`config.mk`:
```
export PLATFORM = sky130hd
export DESIGN_NAME = booth_acc_stage
export DESIGN_NICKNAME = d
export VERILOG_FILES = /design/src/rtl/booth_acc_stage.sv
export SDC_FILE = /design/constraint.sdc
export NUM_CORES = 1
export LEC_CHECK = 0
export CORE_ASPECT_RATIO = 1.75
export CORE_MARGIN = 5
export CORE_UTILIZATION = 53
export DETAILED_ROUTE_END_ITERATION = 6
export GPL_TIMING_DRIVEN = 0
export PLACE_DENSITY_LB_ADDON = 0.1
export SLEW_MARGIN = 0
export SYNTH_ARGS = -nofsm -noshare
export SYNTH_HDL_FRONTEND = slang
export SYNTH_SLANG_ARGS = --single-unit
```
`constraint.sdc`:
```
create_clock -name clk -period 4 [get_ports clk]
set_clock_uncertainty 0.1 [all_clocks]
set_input_delay 0.4 -clock clk [delete_from_list [all_inputs] [get_ports clk]]
set_output_delay 0.4 -clock clk [all_outputs]
set_load 0.03 [all_outputs]
```
`src/rtl/booth_acc_stage.sv`:
```
// Accumulate stage behind the radix-4 Booth multiplier: sums a frame of signed products
// and holds the frame result, with its beat count and overflow flag, until the consumer takes it.
module booth_acc_stage #(
    parameter int WIDTH = 32,
    parameter int ACC_W = 72,
    parameter int CNT_W = 8
) (
    input  logic               clk,
    input  logic               rst,
    input  logic [2*WIDTH-1:0] p,
    input  logic               p_valid,
    input  logic               p_last,
    output logic               p_ready,
    output logic [ACC_W-1:0]   acc,
    output logic [CNT_W-1:0]   acc_cnt,
    output logic               acc_ovf,
    output logic               acc_valid,
    input  logic               acc_ready
);

    typedef enum logic {
        S_ACC  = 1'b0,
        S_HOLD = 1'b1
    } state_e;

    state_e             state_q, state_d;
    logic [ACC_W-1:0]   acc_q, acc_d;
    logic [CNT_W-1:0]   cnt_q, cnt_d;
    logic               ovf_q, ovf_d;

    logic               beat;
    logic [ACC_W-1:0]   p_ext;
    logic [ACC_W-1:0]   sum;
    logic               step_ovf;

    assign beat     = p_valid && (state_q == S_ACC);
    assign p_ext    = ACC_W'($signed(p));
    assign sum      = acc_q + p_ext;
    // Signed overflow: operands agree in sign but the wrapped sum does not.
    assign step_ovf = (acc_q[ACC_W-1] == p_ext[ACC_W-1]) && (sum[ACC_W-1] != acc_q[ACC_W-1]);

    // NOTE: state uses non-blocking assignments so every flop samples pre-edge values.
    always_ff @(posedge clk or posedge rst) begin
        if (rst) begin
            state_q <= S_ACC;
        end else begin
            state_q <= state_d;
        end
    end

    // NOTE: each combinational output is defaulted first so no path can infer a latch.
    always_comb begin
        state_d = state_q;
        case (state_q)
            S_ACC:   if (beat && p_last) state_d = S_HOLD;
            S_HOLD:  if (acc_ready)      state_d = S_ACC;
            default: state_d = S_ACC;
        endcase
    end

    always_comb begin
        p_ready   = (state_q == S_ACC);
        acc_valid = (state_q == S_HOLD);
        acc       = acc_q;
        acc_cnt   = cnt_q;
        acc_ovf   = ovf_q;
    end

    always_comb begin
        acc_d = acc_q;
        cnt_d = cnt_q;
        ovf_d = ovf_q;
        if (beat) begin
            acc_d = sum;
            cnt_d = (&cnt_q) ? cnt_q : cnt_q + 1'b1;
            ovf_d = ovf_q | step_ovf;
        end else if ((state_q == S_HOLD) && acc_ready) begin
            acc_d = '0;
            cnt_d = '0;
            ovf_d = 1'b0;
        end
    end

    always_ff @(posedge clk or posedge rst) begin
        if (rst) begin
            acc_q <= '0;
            cnt_q <= '0;
            ovf_q <= 1'b0;
        end else begin
            acc_q <= acc_d;
            cnt_q <= cnt_d;
            ovf_q <= ovf_d;
        end
    end

endmodule
```
==> results.md, run 1 <==
* Status: finished, final reports clean
* Post-synthesis compound-gate area fraction at between 20 and 30%
* Register area share after synthesis at between 20% and 30%
* Clock latency on the worst-skew pair at 340 ps
* CTS Hold Buffers Added at 0
* Unrepaired setup endpoints after global routing: false
* Post-DP HPWL at 18960 microns
* Dpl cells at between 1000 and 1500
* Total gr overflow at 0
* IR drop worst, VDD at 0.4686 mV
* Vias in the first global route at 7922
* Syn Inst Count at roughly 950
* Max cap viols at 0
* Pint at about 0.0039 W
* Worst r2r path cells at 13
* Power per Cell Area at 838.6 mW/mm^2
* Arr. time, crit path at between 4000 and 5000 ps
* Max_slew headroom at between 40% and 50%
* CP endpoint kind: flip-flop
* Critical path's top delay family: compound AO/OA/AOI/OAI gates
* Num CTS Buffers at 9
* Routed WL per cell at around 19 microns
* CTS tree: built
* Hold slack at 382.3 ps
* Core area at between 0.01 and 0.015 sq mm
* Initial antenna violation count at 0
* Fin. max-slew vios at 0
* Commonest non-fill, non-tap cell in the layout: clkdlybuf4s50_1
* Largest family of logic cells by synthesized area: compound AO/OA/AOI/OAI gates
* CP Data Required Time at between 4000 and 5000 ps
* RR Startpoint: acc[0]
* Post-Syn Area at 0.007546 sq mm
* Yosys cell types at roughly 70
* Iter 0 DRT Violations at around 370
* Finished Layout Cells at between 1000 and 1500
* Post-Synth XOR/XNOR Area at around 7.7%
* Clock slew seen by the registers of the worst setup and hold paths at ~70 ps
* DRC at 0
* Fin crit period at 3922 ps
* Worst-margin pin slew at roughly 870 ps
* Fillers at ~1200
* GPL Wtd Cong at about 0.97
* Final WL at about 24000 microns
* Average size of a mapped cell at a little under 8 sq um
* Period utilization at 98.06%
* Via count at ~8000
* FF-to-FF setup slack at about 240 ps
* Hold crit path type: in2async
* Antenna Cells at 0
* Layout Nets at 1256
* Primary FF master, synth: dfrtp_1
* CP peak stage delay at about 570 ps
* Simple-gate portion of the synthesized area at roughly 19%
* Critical path cell sequence: clkdlybuf4s50_1, ha_2, inv_1, fa_1, nor2b_2, o2111ai_1, a21boi_2, a41oi_1, o211ai_2, a21oi_4, o41ai_4, a41oi_2, xnor2_1, o21ai_1
* Clk sinks at 82
* Area of the multi-input gates at 0.005187 sq mm
* Routed vias/inst at about 6.1
* Slowest CP cell: o41ai_4
* Root Driver: clkbuf_16
* Startpoint Class: input port
* First drt pass iteration count at 5
* NetSw at approximately 0.0042 W
* Fin. Hold Viols at 0
* Sequential power share at 18.8%
* First-pass GRT wire length at between 30000 and 40000 microns
* Yosys reg bits at between 80 and 90
* Fraction of layout cells with a size suffix above 1 at under 10%
* Crit Path Class: in2reg
* Crit-path max FO at 5
* Clk pwr share at 9.8%
* IO Port Bufs at ~150
* Gr usage total at 28.32%
* Synth Area in Adders at 12.20%
* H-tree depth at 3
* Async set-or-reset flop fraction in the synthesized netlist at 100.0%
* FF-to-FF End: acc[58]
* Leak at roughly 4.2 nW
* Largest net degree at the start of global routing at 43
* Reg area at 0.002052 sq mm
* Area grow syn2layout at 27.26%
* Switching share of power at about half
* Ys Warns at 0
* Final count of negative-setup-slack endpoints at 0
* Tot Pwr at between 0.008 and 0.009 W
* Die width at 100.2 microns
* Row Count at 57
* Post-synthesis mux area share at 0.6632%
* Post-Syn Nets at around 1100
* WP buf/inv at 2
* Peak Freq at about 250 MHz
* Logic pwr share at just over 70%
* Die height at about 170 microns
* Most frequent cells in the layout: 151 x clkdlybuf4s50_1, 124 x nand2_1, 96 x o21ai_0
* I/O pin total at 152
* EDFF count, synth at 0
* Clk buf depth at 2
* Initial core utilization at a little over half
* Die area at around 0.017 sq mm
* Routed Antenna Nets at 0
==> layer usage <==
metal | vias to the layer above | global-route usage, % | wire length [microns]
met1 | 3755 | 29.88 | 8873
met4 | 0 | 14.37 | 1091
met2 | 271 | 53.61 | 13260
met3 | 71 | 3.230 | 1022
li1 | 3806 | - | -
met5 | - | 0 | 0
==> cells in the mapped netlist (all sizes together), types with 3 or more instances <==
| cell type | instances | share of area [%] |
|---|---|---|
| xnor2 | 34 | 3.9 |
| clkbuf | 40 | 2.0 |
| nor3 | 16 | 1.1 |
| buf | 10 | 0.66 |
| a211o | 3 | 0.35 |
| nand4 | 22 | 1.8 |
| and2 | 10 | 0.83 |
| mux2i | 5 | 0.66 |
| dfrtp | 82 | 27 |
| o22ai | 4 | 0.33 |
| o2111ai | 3 | 0.35 |
| nor2b | 3 | 0.25 |
| nand2 | 126 | 6.4 |
| ha | 72 | 12 |
| o221ai | 3 | 0.35 |
| a22o | 12 | 1.4 |
| a21oi | 95 | 6.6 |
| xor2 | 32 | 3.7 |
| a41oi | 6 | 0.70 |
| o21bai | 19 | 1.9 |
| nand2b | 7 | 0.58 |
| o21ai | 114 | 7.7 |
| nor2 | 47 | 2.4 |
| a21boi | 5 | 0.55 |
| a31oi | 9 | 0.83 |
| o21a | 3 | 0.30 |
| nand3b | 3 | 0.30 |
| a211oi | 11 | 1.2 |
| o41ai | 3 | 0.80 |
| o31ai | 7 | 0.88 |
| a21o | 24 | 2.4 |
| inv | 33 | 1.6 |
| and3 | 12 | 1.1 |
| nor4 | 6 | 0.58 |
| o211ai | 6 | 0.66 |
| or3 | 11 | 0.98 |
| nand3 | 31 | 2.1 |
==> power groups by stage <==
stage	combinational, W	sequential [W]	clock, W
2_1_floorplan	0.00327	0.00216	0
3_3_place_gp	0.00557	0.00152	0
3_5_place_dp	0.00563	0.00153	0
4_1_cts	0.00567	0.00152	0.000795
5_1_grt	0.00624	0.00157	0.000825
6_report	0.00575	0.00152	0.000787
==> repair_timing <==
action | in CTS | in global routing
pin swaps | 1 | 4
setup endpoints to repair | 1 | 2
resized for setup | 0 | 4
buffers inserted | 0 | 2
==> area by class of cell <==
class / count / area share (%)
Clock buffer: 10 / 2.384
Timing Repair Buffer: 154 / 16.18
Multi-Input combinational cell: 784 / 54.02
Tap cell: 177 / 2.306
Sequential cell: 82 / 21.37
Clock inverter: 5 / 0.3388
Inverter: 33 / 1.316
Buffer: 50 / 2.085
==> sequential cells by signal, indices dropped and copies added, names as in the netlist <==
signal     cells
acc_cnt        8
acc_ovf        1
acc           72
acc_valid      1
==> cells by family (layout without fill, tap and decap cells) <==
kind of cell / count (synthesis) / count (layout)
compound gates: 343 / 343
mux: 5 / 5
fa+ha+maj: 73 / 73
simple gates: 297 / 297
flops: 82 / 82
xor+xnor: 66 / 66
buf+inv: 83 / 252
==> per-stage QoR <==
stage	utilization [%]	instance area [sq um]	TNS (ps)	worst slack (ps)
after floorplan	-	7546	0	750.5
after global placement	66.72	9279	-16840	-383.9
after detailed placement	66.94	9309	-1272	-378.5
after CTS	68.82	9570	0	121.2
after global routing	69.05	9603	0	0.6075
final	69.05	9603	0	77.76
==> worst max-delay path by stage <==
stage / from / cells after the start / slack, ps / end
after floorplan: acc[0] / 13 / 750 / acc[58]
after global placement: p[0] / 14 / -380 / acc[58]
after detailed placement: p[0] / 14 / -380 / acc[58]
after CTS: p[0] / 14 / 120 / acc[58]
after global routing: p[0] / 14 / 0.6 / acc[58]
final: p[0] / 14 / 80 / acc[58]
Power figures use the tool's default switching activity.
==> run 2, diff against run 1 <==
- ABC_CLOCK_PERIOD_IN_PS: unset -> 4000
- CORE_ASPECT_RATIO: 1.75 -> 0.9
==> run 2 against run 1 <==
Net effect: non-clock buffer count unchanged; setup slack improved by 82 ps; sequential power about the same; power increased by 0.24%; critical path type unchanged; critical endpoint unchanged; largest cell class unchanged; highest routed layer unchanged.
==> results.md, run 2 (synthesized netlist as in run 1, its figures left out) <==
* Status: finished, final reports clean (unchanged)
* Post-DP HPWL at 17690 microns (was 18960 microns)
* Initial antenna violation count at 0 (unchanged)
* IR drop worst, VDD at 0.5023 mV (was 0.4686 mV)
* Layout Nets at 1256 (unchanged)
* GRT met2 Usage at 42.16% (was 53.61%)
* H-tree depth at 3 (unchanged)
* Largest net degree at the start of global routing at 46 (was 43)
* Peak Freq at 260.4 MHz (was 255.0 MHz)
* Fin. max-slew vios at 0 (unchanged)
* Clk buf depth at 2 (unchanged)
* GRT met3 Usage at 5.533% (was 3.230%)
* RR Startpoint: acc[0] (unchanged)
* Die height at 123.2 microns (was 167.8 microns)
* Clock latency on the worst-skew pair at 360 ps (was 340 ps)
* Worst r2r path cells at 13 (unchanged)
* Dpl ws at -252.5 ps (was -378.5 ps)
* First-pass GRT wire length at 36900 microns (was 38630 microns)
* Fin crit period at 3840 ps (was 3922 ps)
* First drt pass iteration count at 5 (unchanged)
* Iter 0 DRT Violations at 622 (was 371)
* Fin. Hold Viols at 0 (unchanged)
* Final count of negative-setup-slack endpoints at 0 (unchanged)
* Max cap viols at 0 (unchanged)
* Clock slew seen by the registers of the worst setup and hold paths at 70 ps (about the same)
* Sum of negative setup slack at 0 ps (unchanged)
* Fraction of layout cells with a size suffix above 1 at 4.915% (was 5.188%)
* Fin worst setup slack at 160.2 ps (was 77.76 ps)
* Finished Layout Cells at 1312 (was 1295)
* Via count at 7710 (was 7903)
* Clk sinks at 82 (unchanged)
* Routed Antenna Nets at 0 (unchanged)
* Crit Path Class: in2reg (unchanged)
* CP endpoint kind: flip-flop (unchanged)
* Met1 Use GR at 39.74% (was 29.88%)
* Crit-path max FO at 5 (unchanged)
* Period utilization at 96.00% (was 98.06%)
* Area grow syn2layout at 27.74% (was 27.26%)
* Antenna Cells at 0 (unchanged)
* Final WL at 22910 microns (was 24250 microns)
* Dpl cells at 1294 (was 1278)
* Max reg flops at 72 (unchanged)
* FF-to-FF setup slack at 280 ps (was 240 ps)
* Max_slew headroom at 22.31% (was 41.71%)
* Power per Cell Area at 837.4 mW/mm^2 (was 838.6 mW/mm^2)
* DRC at 0 (unchanged)
* Root Driver: clkbuf_16 (unchanged)
* Commonest non-fill, non-tap cell in the layout: clkdlybuf4s50_1 (unchanged)
* IO Port Bufs at 151 (unchanged)
* FF-to-FF End: acc[58] (unchanged)
* Startpoint Class: input port (unchanged)
* Gr busiest metal: met2 (unchanged)
* CTS tree: built (unchanged)
* Routed vias/inst at 5.877 (was 6.103)
* Worst-margin pin slew at 1161 ps (was 871.1 ps)
* Vias in the first global route at 7219 (was 7922)
* Core area at 0.01400 sq mm (was 0.01391 sq mm)
* Initial core utilization at 53.88% (was 54.26%)
* GPL Wtd Cong at 0.9457 (was 0.9669)
* Die area at 0.01673 sq mm (was 0.01682 sq mm)
* Die width at 135.8 microns (was 100.2 microns)
* CP Data Required Time at 4120 ps (was 4110 ps)
* Arr. time, crit path at 3960 ps (was 4030 ps)
* CTS Hold Buffers Added at 0 (unchanged)
* Num CTS Buffers at 9 (unchanged)
* Hold crit path type: in2async (unchanged)
* I/O pin total at 152 (unchanged)
* Row Count at 41 (was 57)
* Leak at 4.189 nW (was 4.172 nW)
* Routed WL per cell at 17.46 microns (was 18.73 microns)
* Total gr overflow at 0 (unchanged)
* Gr usage total at 27.69% (was 28.32%)
* Most frequent cells in the layout: 151 x clkdlybuf4s50_1, 124 x nand2_1, 96 x o21ai_0 (unchanged)
-- run 2: cell count changes in the layout (fill, tap and decap cells not counted), sizes merged --
cell and delta:
bufinv +1, inv +1, clkinv -1
-- run 2: worst max-delay path by stage --
stage	slack, ps	to	cells past startpoint	start
2_1_floorplan	750	acc[58]	13	acc[0]
3_3_place_gp	-290	acc[58]	14	p[0]
3_5_place_dp	-250	acc[58]	14	p[0]
4_1_cts	70	acc[58]	14	p[0]
5_1_grt	-50	acc[58]	14	p[0]
6_report	160	acc[58]	14	p[0]
-- run 2: critical path: stages --
cell,delay (ps)
clkdlybuf4s50_1,460
ha_1,190
inv_1,60
fa_1,380
nor2b_1,220
o2111ai_1,190
a21boi_2,290
a41oi_1,290
o211ai_2,360
a21oi_4,140
o41ai_4,370
a41oi_1,200
xnor2_1,300
o21ai_1,100
-- run 2: stage by stage --
stage | power, W | utilization (%) | instance area [sq um] | hold slack, ps
final | 0.008072 | 68.83 | 9639 | 347.4
after global routing | 0.008716 | 68.83 | 9639 | 396.3
after CTS | 0.008016 | 68.72 | 9624 | 360.7
after detailed placement | 0.007107 | 66.61 | 9329 | 368.5
after global placement | 0.007044 | 66.40 | 9299 | 367.5
after floorplan | 0.005428 | - | 7546 | 396.4
-- run 2: final cells by class --
class	instances	area (sq um)
flip-flops and latches	82	2052
fillers	1230	4365
clock inverters	6	66.31
clock buffers	10	229.0
well taps	193	241.5
inverters	33	126.4
plain buffers	50	200.2
multi-input cells	784	5170
repair buffers	154	1554
-- run 2: layer usage --
metal	up-vias	wire length, microns
met5	-	0
met4	0	527
met3	36	1667
met2	288	10000
met1	3583	10710
li1	3803	-
-- run 2: power breakdown --
group	switching [W]	internal [W]
clock network	0.000375	0.000485
registers	0.000323	0.00119
logic	0.00343	0.00227
total	0.00413	0.00395
-- run 2: timing repair --
item | CTS | global route
gates resized for setup | 0 | 0
hold endpoints to repair | 0 | 0
endpoints found under the setup margin | 0 | 3
setup buffers | 0 | 2
